File: config.mk
export PLATFORM = sky130hd
export DESIGN_NAME = sc1_bus_arbiter
export DESIGN_NICKNAME = d
export VERILOG_FILES = /design/src/rtl/sc1_bus_pkg.sv /design/src/rtl/sc1_wait_timer.sv /design/src/rtl/sc1_bus_arbiter.sv
export SDC_FILE = /design/constraint.sdc
export NUM_CORES = 1
export LEC_CHECK = 0
export BUFFER_PORTS_ARGS = -buffer_cell sky130_fd_sc_hd__buf_2
export CAP_MARGIN = 20
export CORE_MARGIN = 2
export CORE_UTILIZATION = 47
export DETAILED_ROUTE_END_ITERATION = 12
export PLACE_DENSITY = 0.79
export SLEW_MARGIN = 20
export SYNTH_ARGS = -nofsm -noshare
export SYNTH_HDL_FRONTEND = slang
export SYNTH_SLANG_ARGS = --single-unit
File: constraint.sdc
create_clock -name clk -period 2.4 [get_ports clk]
set_clock_uncertainty 0.2 [all_clocks]
set_input_delay 0.48 -clock clk [delete_from_list [all_inputs] [get_ports clk]]
set_output_delay 0.48 -clock clk [all_outputs]
set_load 0.01 [all_outputs]
File: src/rtl/sc1_bus_pkg.sv
// sc1_bus_pkg: shared state encoding and sizing for the SC1 blitter bus arbiter
package sc1_bus_pkg;
    localparam int ACCESS_CYCLES_DEF = 2;
    localparam int CNT_W = 4;
    typedef enum logic [2:0] {IDLE, HALT_REQ, GRANTED, ACCESS, ACK, RELEASE} state_e;
endpackage

File: src/rtl/sc1_wait_timer.sv
// sc1_wait_timer: loadable down-counter that parks at zero and flags it
module sc1_wait_timer
    import sc1_bus_pkg::*;
(
    input  logic             clk,
    input  logic             reset,
    input  logic             load_i,
    input  logic [CNT_W-1:0] val_i,
    output logic             zero_o
);
    logic [CNT_W-1:0] cnt_q;
    always_ff @(posedge clk) begin
        if (reset) cnt_q <= '0;
        else if (load_i) cnt_q <= val_i;
        else if (cnt_q != '0) cnt_q <= cnt_q - 1'b1;
    end
    assign zero_o = cnt_q == '0;
endmodule

File: src/rtl/sc1_bus_arbiter.sv
// sc1_bus_arbiter: 6809 HALT handshake plus timed blitter video-RAM accesses
module sc1_bus_arbiter
    import sc1_bus_pkg::*;
#(
    parameter int ACCESS_CYCLES = ACCESS_CYCLES_DEF
) (
    input  logic        clk,
    input  logic        reset,
    input  logic        e_sync,
    input  logic        cpu_bus_avail,
    output logic        cpu_halt,
    input  logic        halt,
    output logic        halt_ack,
    input  logic        read,
    input  logic        write,
    input  logic [15:0] blt_address,
    input  logic [7:0]  blt_wdata,
    input  logic        en_upper,
    input  logic        en_lower,
    output logic        blt_ack,
    output logic [7:0]  blt_rdata,
    output logic        blt_owns_bus,
    output logic [15:0] mem_addr,
    output logic [7:0]  mem_wdata,
    input  logic [7:0]  mem_rdata,
    output logic        mem_oe,
    output logic        mem_we_upper,
    output logic        mem_we_lower
);
    state_e      state_q, state_d;
    logic        load, cnt_zero;
    logic        wr_q, wr_d, eu_q, eu_d, el_q, el_d;
    logic        cpu_halt_q, grant_q, ack_q, oe_q, weu_q, wel_q;
    logic [15:0] addr_q;
    logic [7:0]  wdata_q, rdata_q;

    sc1_wait_timer u_timer (
        .clk    (clk),
        .reset  (reset),
        .load_i (load),
        .val_i  (CNT_W'(ACCESS_CYCLES - 1)),
        .zero_o (cnt_zero)
    );

    always_comb begin
        state_d = state_q;
        case (state_q)
            IDLE:     state_d = halt ? HALT_REQ : IDLE;
            HALT_REQ: state_d = !halt ? RELEASE : (cpu_bus_avail && e_sync) ? GRANTED : HALT_REQ;
            GRANTED:  state_d = !halt ? RELEASE : (read || write) ? ACCESS : GRANTED;
            ACCESS:   state_d = cnt_zero ? ACK : ACCESS;
            ACK:      state_d = GRANTED;
            RELEASE:  state_d = cpu_bus_avail ? RELEASE : IDLE;
            default:  state_d = IDLE;
        endcase
    end

    // write wins over read when both are requested
    assign load = state_q == GRANTED && state_d == ACCESS;
    assign wr_d = load ? write : wr_q;
    assign eu_d = load ? en_upper : eu_q;
    assign el_d = load ? en_lower : el_q;

    // outputs are registered from the next state so they line up with it
    always_ff @(posedge clk) begin
        if (reset) begin
            state_q    <= IDLE;
            wr_q       <= 1'b0;
            eu_q       <= 1'b0;
            el_q       <= 1'b0;
            cpu_halt_q <= 1'b0;
            grant_q    <= 1'b0;
            ack_q      <= 1'b0;
            oe_q       <= 1'b0;
            weu_q      <= 1'b0;
            wel_q      <= 1'b0;
            addr_q     <= '0;
            wdata_q    <= '0;
            rdata_q    <= '0;
        end else begin
            state_q    <= state_d;
            wr_q       <= wr_d;
            eu_q       <= eu_d;
            el_q       <= el_d;
            cpu_halt_q <= state_d inside {HALT_REQ, GRANTED, ACCESS, ACK};
            grant_q    <= state_d inside {GRANTED, ACCESS, ACK};
            ack_q      <= state_d == ACK;
            oe_q       <= state_d == ACCESS && !wr_d;
            weu_q      <= state_d == ACCESS && wr_d && eu_d;
            wel_q      <= state_d == ACCESS && wr_d && el_d;
            addr_q     <= load ? blt_address : addr_q;
            wdata_q    <= (load && write) ? blt_wdata : wdata_q;
            rdata_q    <= (state_q == ACCESS && cnt_zero && !wr_q) ? mem_rdata : rdata_q;
        end
    end

    assign cpu_halt     = cpu_halt_q;
    assign halt_ack     = grant_q;
    assign blt_owns_bus = grant_q;
    assign blt_ack      = ack_q;
    assign blt_rdata    = rdata_q;
    assign mem_addr     = addr_q;
    assign mem_wdata    = wdata_q;
    assign mem_oe       = oe_q;
    assign mem_we_upper = weu_q;
    assign mem_we_lower = wel_q;
endmodule

## Word-level counts from Yosys, hierarchy flattened

Index checks and enable logic that the tools add are counted.

| operators by class | value |
|---|---|
| $add $sub $neg | 1 |
| eq/ne operators | 9 |
| muxes and demuxes | 13 |
| reduce and logical (&&, ||, !) cells | 19 |

Operators with widths:

| cell | number |
|---|---|
| $pmux W3 S6 | 1 |
| $eq A3 B2 Y1 const B | 4 |
| $mux W3 | 4 |
| $eq A3 B3 Y1 const B | 3 |
| $logic_and A1 B1 Y1 | 9 |
| $reduce_bool A4 Y1 | 2 |
| $mux W1 | 7 |
| $eq A3 B1 Y1 const B | 2 |
| $logic_not A4 Y1 | 1 |
| $sub A4 B1 Y4 const B | 1 |
| $logic_not A3 Y1 | 1 |
| $reduce_bool A3 Y1 | 1 |
| $logic_not A1 Y1 | 2 |
| $mux W2 | 1 |
| $reduce_bool A2 Y1 | 1 |
| $reduce_or A2 Y1 | 1 |
| $logic_or A1 B1 Y1 | 1 |

| storage, ports and cells | value |
|---|---|
| bits in registers | 48 |
| input port bits | 41 |
| output and inout port bits | 39 |
| word-level logic and storage cells | 57 |

## Depth between registers and ports, before layout

Gate-level depths: netlist of run 1.

| logic depth | value |
|---|---|
| depth after elaboration | 9 |
| depth in mapped cells | 6 |
| mapped depth without buffers | 6 |

## Hierarchy

From an unflattened synthesis of run 1, not the netlist that was laid out.

| unflattened totals | value |
|---|---|
| cells, all modules | 203 |
| area, all modules | 1,975.6 um2 |

Modules (own cells, without submodules):

| module | times used | cells an instance | area each (um2) | sequential area each (um2) |
|---|---|---|---|---|
| sc1_bus_arbiter | 1 | 179 | 1,746.7 | 880.8 |
| sc1_wait_timer | 1 | 24 | 229.0 | 80.1 |

## Worst setup path before layout of run 1

Ideal clock, no wire load.

| path | value |
|---|---|
| path type | register to register |
| from | register u_timer.cnt_q[0] |
| to | register rdata_q[0], in the netlist blt_rdata[0] |
| library setup time | 128 ps |
| data arrival time | 1,569 ps |
| required time | 2,072 ps |
| path slack | 504 ps |
| cell stages (with the launch flop) | 7 |
| buffers on the path | 0 |
| period minus slack after synthesis | 1,896 ps |
| cells stage by stage | dfxtp_1 inv_1 ha_1 or3b_4 nor3_4 mux2i_1 nor2_1 |

| on the way | value |
|---|---|
| word-level cells in the longest chain between the ends | 3 |

RTL lines:

| what | line | RTL |
|---|---|---|
| from (decl) | sc1_wait_timer.sv:11 | `logic [CNT_W-1:0] cnt_q;` |
| from (signal assigned) | sc1_wait_timer.sv:14 | `else if (load_i) cnt_q <= val_i;` |
| from (signal assigned) | sc1_wait_timer.sv:15 | `else if (cnt_q != '0) cnt_q <= cnt_q - 1'b1;` |
| $logic_not A4 Y1 | sc1_wait_timer.sv:17 | `assign zero_o = cnt_q == '0;` |
| $logic_and A1 B1 Y1 (2 in a row) | sc1_bus_arbiter.sv:93 | `rdata_q <= (state_q == ACCESS && cnt_zero && !wr_q) ? mem_rdata : rdata_q;` |
| to (signal assigned) | sc1_bus_arbiter.sv:93 |  |
| to (decl) | sc1_bus_arbiter.sv:35 | `logic [7:0] wdata_q, rdata_q;` |

Every way passes these cells.
A chain may end at the register's enable or synchronous reset.

## Worst setup path in the final report of run 1

| path | value |
|---|---|
| from | register u_timer.cnt_q[0] |
| to | register rdata_q[4], in the netlist blt_rdata[4] |

Same word-level chain as after synthesis.

==> out/qor.csv, run 1 <==
stage,metric,value,unit
yosys,async_flop_share,0,%
yosys,yosysWarnings,0,
power,ir_drop,0.0004006,V
power,swShare,26.68,%
cts,cts_tree,done,
routing,dr.first_iter.drc_count,52,
min_path,hold_start,blt_wdata[4],
routing,dr.pass1.iters,4,
cts,post_cts_resize_count,0,
place,dp.cells,335,
yosys,syn_avg_cell_area,8.592,um^2
cts,clockBufferDepth,2,
place,place_congestion,0.7771,
floorplanning,fp.dieArea,0.004506,mm^2
timing,worst_pin_slew,0.5406,ns
grt,track_usage,17.93,%
min_path,hold_class,in2reg,
layout,nets,337,
cts,h-tree-depth,2,
yosys,synth_nets,261,
cts,clk-insertion-delay-late,0.28,ns
timing,worst_slack,0.3173,ns
routing,drt_wl_total,3828,um
grt,grt_max_degree,31,
floorplanning,core,0.003744,mm^2
cts,path_clk_slew,0.08,ns
floorplanning,fp.dieW,67.13,um
critical_path,cp_slowest_cell,nor3_4,
critical_path,slowest_delay,0.43,ns
run,cap_violations,0,
critical_path,crit_chain,"inv_1, ha_1, or3b_4, nor3_4, mux2i_1, nor2_1",
power,switching_power,0.4450,mW
critical_path,worstRegToRegCells,6,
timing,min_period,2.083,ns
timing,finalHoldViolCount,0,
floorplanning,start_util,50.03,%
place,dp_slack,0.2954,ns
critical_path,start_kind,flop,
critical_path,timing.rr.start,u_timer.cnt_q[0]$_SDFFE_PP0P_,
floorplanning,num_rows,22,
cts,cts_buffers,5,
cts,post_cts_buffers,0,
routing,vias,1673,
routing,ant_nets,0,
place,io_buffers,79,
layout,drive_gt1_share,32.99,%
power,leakagePower,1.027,nW
critical_path,critPathCaptureType,flop,
yosys,syn_inst,218,
timing,drv_slew,0,
yosys,synth_flop_cell,dfxtp_1,
min_path,min_path_cells,3,
cts,postCtsHoldBufs,0,
floorplanning,die_h,67.13,um
power,seqPwrFrac,53.8,%
yosys,synth_cell_type_count,37,
timing,slew_headroom,63.96,%
critical_path,cp_max_fo,8,
critical_path,critPathKind,reg2reg,
power,power_density,703.8,mW/mm^2
grt,overflow,0,
place,dpl-instance-area,0.002292,mm^2
timing,setup_violations,0,
run_status,outcome,finished clean,
routing,via_per_inst,4.892,
yosys,ys_ff_latch,48,
power,combPwrFrac,20.5,%
routing,wl_per_cell,11.19,um
grt,grt_pass1_vias,1434,
routing,drc,0,
place,dp_hpwl,2780,um
floorplanning,io_pins,80,
critical_path,r2r_slack,0.32,ns
layout,final_util,63.30,%
layout,antenna_cells,0,
grt,grt_pass1_wl,6368,um
layout,final_cell_area,0.002370,mm^2
cts,cts.sinks,48,
timing,rsz0062_at_grt,no,
power,p_clk_share,25.7,%
critical_path,worstPathRequired,2.36,ns
yosys,synth-edff-count,0,
yosys,syn_area,0.001873,mm^2
yosys,ys_seq_area_share,51.30,%
layout,synthToLayoutAreaGrowth,26.52,%
critical_path,critPathArrivalTime,2.04,ns
timing,fmax,0.4801,GHz
timing,fin_crit_sh,86.78,%
timing,timing.hold.ws,0.2234,ns
layout,final.fill_count,360,
min_path,hold_end,mem_wdata[4]$_SDFFE_PP0P_,
power,power,1.668,mW
power,p_int,1.223,mW
timing,finalSetupTns,0,ns
layout,final_cells,342,
cts,ctsRootBufferMaster,clkbuf_8,
grt,antenna_found_initial,0,
critical_path,timing.rr.end,blt_rdata[4]$_SDFFE_PP0P_,
==> worst max path at each step <==
stage / from / cells past startpoint / slack [ns] / endpoint
floorplan: u_timer.cnt_q[0]$_SDFFE_PP0P_ / 6 / 0.50 / blt_rdata[0]$_SDFFE_PP0P_
global placement: u_timer.cnt_q[0]$_SDFFE_PP0P_ / 6 / 0.40 / blt_rdata[4]$_SDFFE_PP0P_
detailed placement: u_timer.cnt_q[0]$_SDFFE_PP0P_ / 6 / 0.30 / blt_rdata[0]$_SDFFE_PP0P_
CTS: u_timer.cnt_q[0]$_SDFFE_PP0P_ / 6 / 0.30 / blt_rdata[4]$_SDFFE_PP0P_
global route: u_timer.cnt_q[0]$_SDFFE_PP0P_ / 6 / 0.12 / blt_rdata[0]$_SDFFE_PP0P_
finish: u_timer.cnt_q[0]$_SDFFE_PP0P_ / 6 / 0.32 / blt_rdata[4]$_SDFFE_PP0P_
==> metal layers <==
metal | part of all wire (%) | global-route usage [%] | vias up
met5 | 0 | 0 | -
met4 | 0.47 | 3.827 | 0
met3 | 7.9 | 5.500 | 2
met2 | 46 | 27.85 | 54
met1 | 46 | 24.63 | 738
li1 | - | - | 879
==> layout by cell type, fill, tap and decap left out, types with 2 or more instances in the layout <==
master,Yosys,layout
a21o_1,2,2
a21oi_1,36,36
a31oi_1,2,2
a32oi_1,2,2
buf_2,8,79
buf_4,1,4
clkbuf_8,0,5
dfxtp_1,48,48
ha_1,2,2
inv_1,5,5
mux2i_1,8,8
nand2_1,54,54
nor2_1,16,16
nor2b_1,2,2
nor3_1,3,3
nor3b_1,2,2
xnor2_1,2,2
==> power groups by stage <==
stage / clock network, mW / registers, mW / logic, mW
after detailed placement: 0 / 0.915 / 0.347
after CTS: 0.443 / 0.897 / 0.348
after floorplan: 0 / 0.902 / 0.269
after global routing: 0.478 / 0.906 / 0.393
after global placement: 0 / 0.914 / 0.342
final: 0.428 / 0.897 / 0.343
==> worst max-delay path, delay by kind of cell, from the launching register on <==
kind          cells  cell delay [ns]
flops             1             0.31
buf+inv           1             0.10
simple gates      3             0.90
fa+ha+maj         1             0.18
mux               1             0.27
==> synth_stat cells, types with 2 or more instances <==
| master | count | area (um^2) |
|---|---|---|
| nor3b_1 | 2 | 15.01 |
| clkbuf_1 | 5 | 18.77 |
| nor3_1 | 3 | 15.01 |
| nor2_1 | 16 | 60.06 |
| xnor2_1 | 2 | 17.52 |
| dfxtp_1 | 48 | 960.9 |
| a31oi_1 | 2 | 12.51 |
| mux2i_1 | 8 | 80.08 |
| a32oi_1 | 2 | 17.52 |
| nor2b_1 | 2 | 12.51 |
| ha_1 | 2 | 25.02 |
| inv_1 | 5 | 18.77 |
| buf_2 | 8 | 40.04 |
| nand2_1 | 54 | 202.7 |
| a21oi_1 | 36 | 180.2 |
| a21o_1 | 2 | 15.01 |
==> cell type report <==
type | instances | area [um^2] | share of cell area (%)
tap | 48 | 60.06 | 2.534
timing repair buffer | 83 | 425.4 | 17.95
multi-input combinational | 151 | 827.0 | 34.90
clock buffer | 6 | 72.57 | 3.062
sequential | 48 | 960.9 | 40.55
clock inverter | 1 | 5.005 | 0.2112
inverter | 5 | 18.77 | 0.7920
==> registers in the layout, summed over array words and instances (netlist names) <==
signal / flops
mem_addr: 16
cpu_halt: 1
u_timer.cnt_q: 4
mem_wdata: 8
blt_rdata: 8
mem_oe: 1
eu_q: 1
wr_q: 1
state_q: 3
blt_owns_bus: 1
el_q: 1
mem_we_upper: 1
blt_ack: 1
mem_we_lower: 1
==> logic make-up (layout without fill, tap and decap cells) <==
family                     Yosys count  count (layout)  synth area share, %
adders and majority gates            2               2                1.336
and+or+nand+nor                     91              91                22.58
muxes                                9               9                4.877
AOI/OAI and AO/OA                   47              47                14.43
DFF                                 48              48                51.30
xor gates and xnor gates             2               2               0.9354
buffers and inverters               19              95                4.543
Note: power is estimated with default switching activity, not from simulation.
==> inputs of run 2 (changes only) <==
Settings changed: CELL_PAD_IN_SITES_DETAIL_PLACEMENT from default to 1, CELL_PAD_IN_SITES_GLOBAL_PLACEMENT from default to 1, CORE_UTILIZATION 47 to 33, PLACE_DENSITY 0.79 to default, PLACE_DENSITY_LB_ADDON from default to 0.1.
==> run 2 against run 1 <==
Effect of this change: clock power up 4.7%; setup slack better by 0.021 ns; first-iteration DRC count up 120%; fmax up 1.0%; routed wire length up 25%; clock-buffer cell count unchanged; non-clock buffer count up 1; critical path depth unchanged; global-route usage down 2.0 points; sequential share of layout area down 0.69 points; hold slack worse by 0.010 ns; cell count up 7.3%; critical path type unchanged.
==> out/qor.csv, run 2 (synthesis gave the netlist of run 1 again) <==
stage,metric,value,unit,change
run_status,outcome,finished clean,,
cts,h-tree-depth,2,,unchanged
routing,vias,1753,,+4.8%
grt,grt_pass1_vias,1756,,+22%
cts,ctsRootBufferMaster,clkbuf_8,,
place,io_buffers,79,,unchanged
routing,wl_per_cell,13.08,um,+17%
routing,drt_wl_total,4802,um,+25%
power,ir_drop,0.0003990,V,-0.39%
routing,met3_length,285,um,-5.3%
timing,worst_pin_slew,0.6640,ns,+0.1234 ns
floorplanning,io_pins,80,,unchanged
power,power_density,717.8,mW/mm^2,+2.0%
cts,post_cts_resize_count,0,,unchanged
cts,cts_buffers,5,,unchanged
timing,slew_headroom,55.73,%,-8.2 points
grt,antenna_found_initial,0,,unchanged
min_path,min_path_cells,3,,unchanged
floorplanning,core,0.005507,mm^2,+47%
routing,dr.pass1.iters,4,,unchanged
run,cap_violations,0,,unchanged
grt,grt_pass1_wl,7962,um,+25%
timing,drv_slew,0,,unchanged
grt,overflow,0,,unchanged
layout,antenna_cells,0,,unchanged
critical_path,cp_max_fo,8,,unchanged
cts,cts.sinks,48,,unchanged
layout,final_common_cell,buf_2,,
timing,finalSetupTns,0,ns,unchanged
routing,drt-met1-wl,2174,um,+24%
timing,rsz0062_at_grt,no,,
routing,dr.first_iter.drc_count,115,,+120%
routing,top_layer,met4,,
routing,drc,0,,unchanged
layout,largest_reg_flops,16,,unchanged
routing,via_per_inst,4.777,,-2.4%
timing,fin_crit_sh,85.91,%,-0.87 points
critical_path,slowest_delay,0.42,ns,about the same
layout,nets,338,,+0.30%
floorplanning,num_rows,27,,+23%
min_path,hold_class,in2reg,,
timing,setup_violations,0,,unchanged
layout,final_cell_mix,"buf_2 (79), nand2_1 (54), dfxtp_1 (48), a21oi_1 (36), nor2_1 (16)",,
cts,path_clk_slew,0.08,ns,about the same
power,p_clk_share,25.9,%,+0.2 points
power,seqPwrFrac,52.0,%,-1.8 points
timing,finalHoldViolCount,0,,unchanged
critical_path,cp_slowest_cell,or3b_4,,
layout,synthToLayoutAreaGrowth,28.72,%,
grt,grt_max_degree,33,,+6.5%
layout,multiInputGateArea,830.8,um^2,+0.45%
power,leakagePower,1.031,nW,+0.46%
cts,cts_tree,done,,
critical_path,crit_chain,"inv_1, ha_1, or3b_4, nor3_4, mux2i_1, nor2_1",,
cts,post_cts_buffers,0,,unchanged
cts,clockBufferDepth,2,,unchanged
layout,regArea,960.9,um^2,unchanged
critical_path,worstPathRequired,2.36,ns,about the same
power,p_int,1.243,mW,+1.6%
timing,fmax,0.4850,GHz,+1.0%
power,swShare,28.20,%,+1.5 points
critical_path,worstRegToRegCells,6,,unchanged
floorplanning,fp.dieW,79.34,um,+18%
place,dp_hpwl,3452,um,+24%
critical_path,critPathArrivalTime,2.02,ns,-0.02 ns
critical_path,critPathCaptureType,flop,,
floorplanning,fp.dieArea,0.006295,mm^2,+40%
place,place_congestion,0.7607,,-2.1%
critical_path,start_kind,flop,,
power,combPwrFrac,22.1,%,+1.6 points
power,switching_power,0.4881,mW,+9.7%
critical_path,critPathKind,reg2reg,,
grt,track_usage,15.91,%,-2.0 points
routing,ant_nets,0,,unchanged
cts,postCtsHoldBufs,0,,unchanged
cts,clk-insertion-delay-late,0.29,ns,about the same
layout,final_cells,367,,+7.3%
place,dp.cells,360,,+7.5%
layout,drive_gt1_share,33.56,%,+0.57 points
routing,met2_length,2299,um,+31%
layout,final.fill_count,701,,+95%
timing,min_period,2.062,ns,-0.02092 ns
floorplanning,die_h,79.34,um,+18%
floorplanning,start_util,34.01,%,-16 points
-- run 2: changes by cell type in the layout (fill, tap and decap cells not counted) --
cell	previous run	this run
o21ai_1	1	0
o21ai_2	0	1
buf_4	4	5
-- run 2: power by group through the flow --
stage          Clock [mW]  Sequential [mW]  Combinational [mW]
2_1_floorplan           0            0.902               0.269
3_3_place_gp            0            0.917               0.375
3_5_place_dp            0            0.917               0.385
4_1_cts             0.468            0.900               0.388
5_1_grt             0.502            0.909               0.437
6_report            0.448            0.900               0.383
-- run 2: final timing paths --
check                                                  to                           from  slack, ns
worst max-delay path            blt_rdata[1]$_SDFFE_PP0P_  u_timer.cnt_q[0]$_SDFFE_PP0P_       0.34
worst min-delay path            mem_wdata[3]$_SDFFE_PP0P_                   blt_wdata[3]       0.21
worst max register to register  blt_rdata[1]$_SDFFE_PP0P_  u_timer.cnt_q[0]$_SDFFE_PP0P_       0.34
worst min register to register  mem_addr[14]$_SDFFE_PP0N_      mem_addr[14]$_SDFFE_PP0N_       0.25
-- run 2: critical path: cells and delay by family (launching register included) --
kind | cells | cell delay (ns)
adder cells (fa/ha/maj) | 1 | 0.18
buffers and inverters | 1 | 0.10
flip-flops | 1 | 0.32
multiplexers | 1 | 0.25
AND/OR/NAND/NOR | 3 | 0.88
-- run 2: area by class of cell --
cell class              count  share of cell area, %
well taps                  72                  3.736
inverters                   5                 0.7784
flip-flops and latches     48                  39.85
clock buffers               6                  3.010
multi-input cells         151                  34.46
repair buffers             84                  17.96
clock inverters             1                 0.2076
-- run 2: stage by stage --
stage / hold slack (ns) / setup WS (ns) / power, mW / cell area (um^2) / utilization [%]
2_1_floorplan: 0.2367 / 0.5038 / 1.171 / 1873 / -
3_3_place_gp: 0.2406 / 0.3673 / 1.292 / 2333 / 42.38
3_5_place_dp: 0.2467 / 0.3445 / 1.302 / 2333 / 42.38
4_1_cts: 0.2114 / 0.3209 / 1.756 / 2411 / 43.79
5_1_grt: 0.2182 / 0.1838 / 1.849 / 2411 / 43.79
6_report: 0.2133 / 0.3382 / 1.731 / 2411 / 43.79
-- run 2: per-layer routing --
layer / track usage [%] / vias up
met5: 0 / -
met4: 4.138 / 0
met3: 3.750 / 5
met2: 27.88 / 46
met1: 19.55 / 819
li1: - / 883
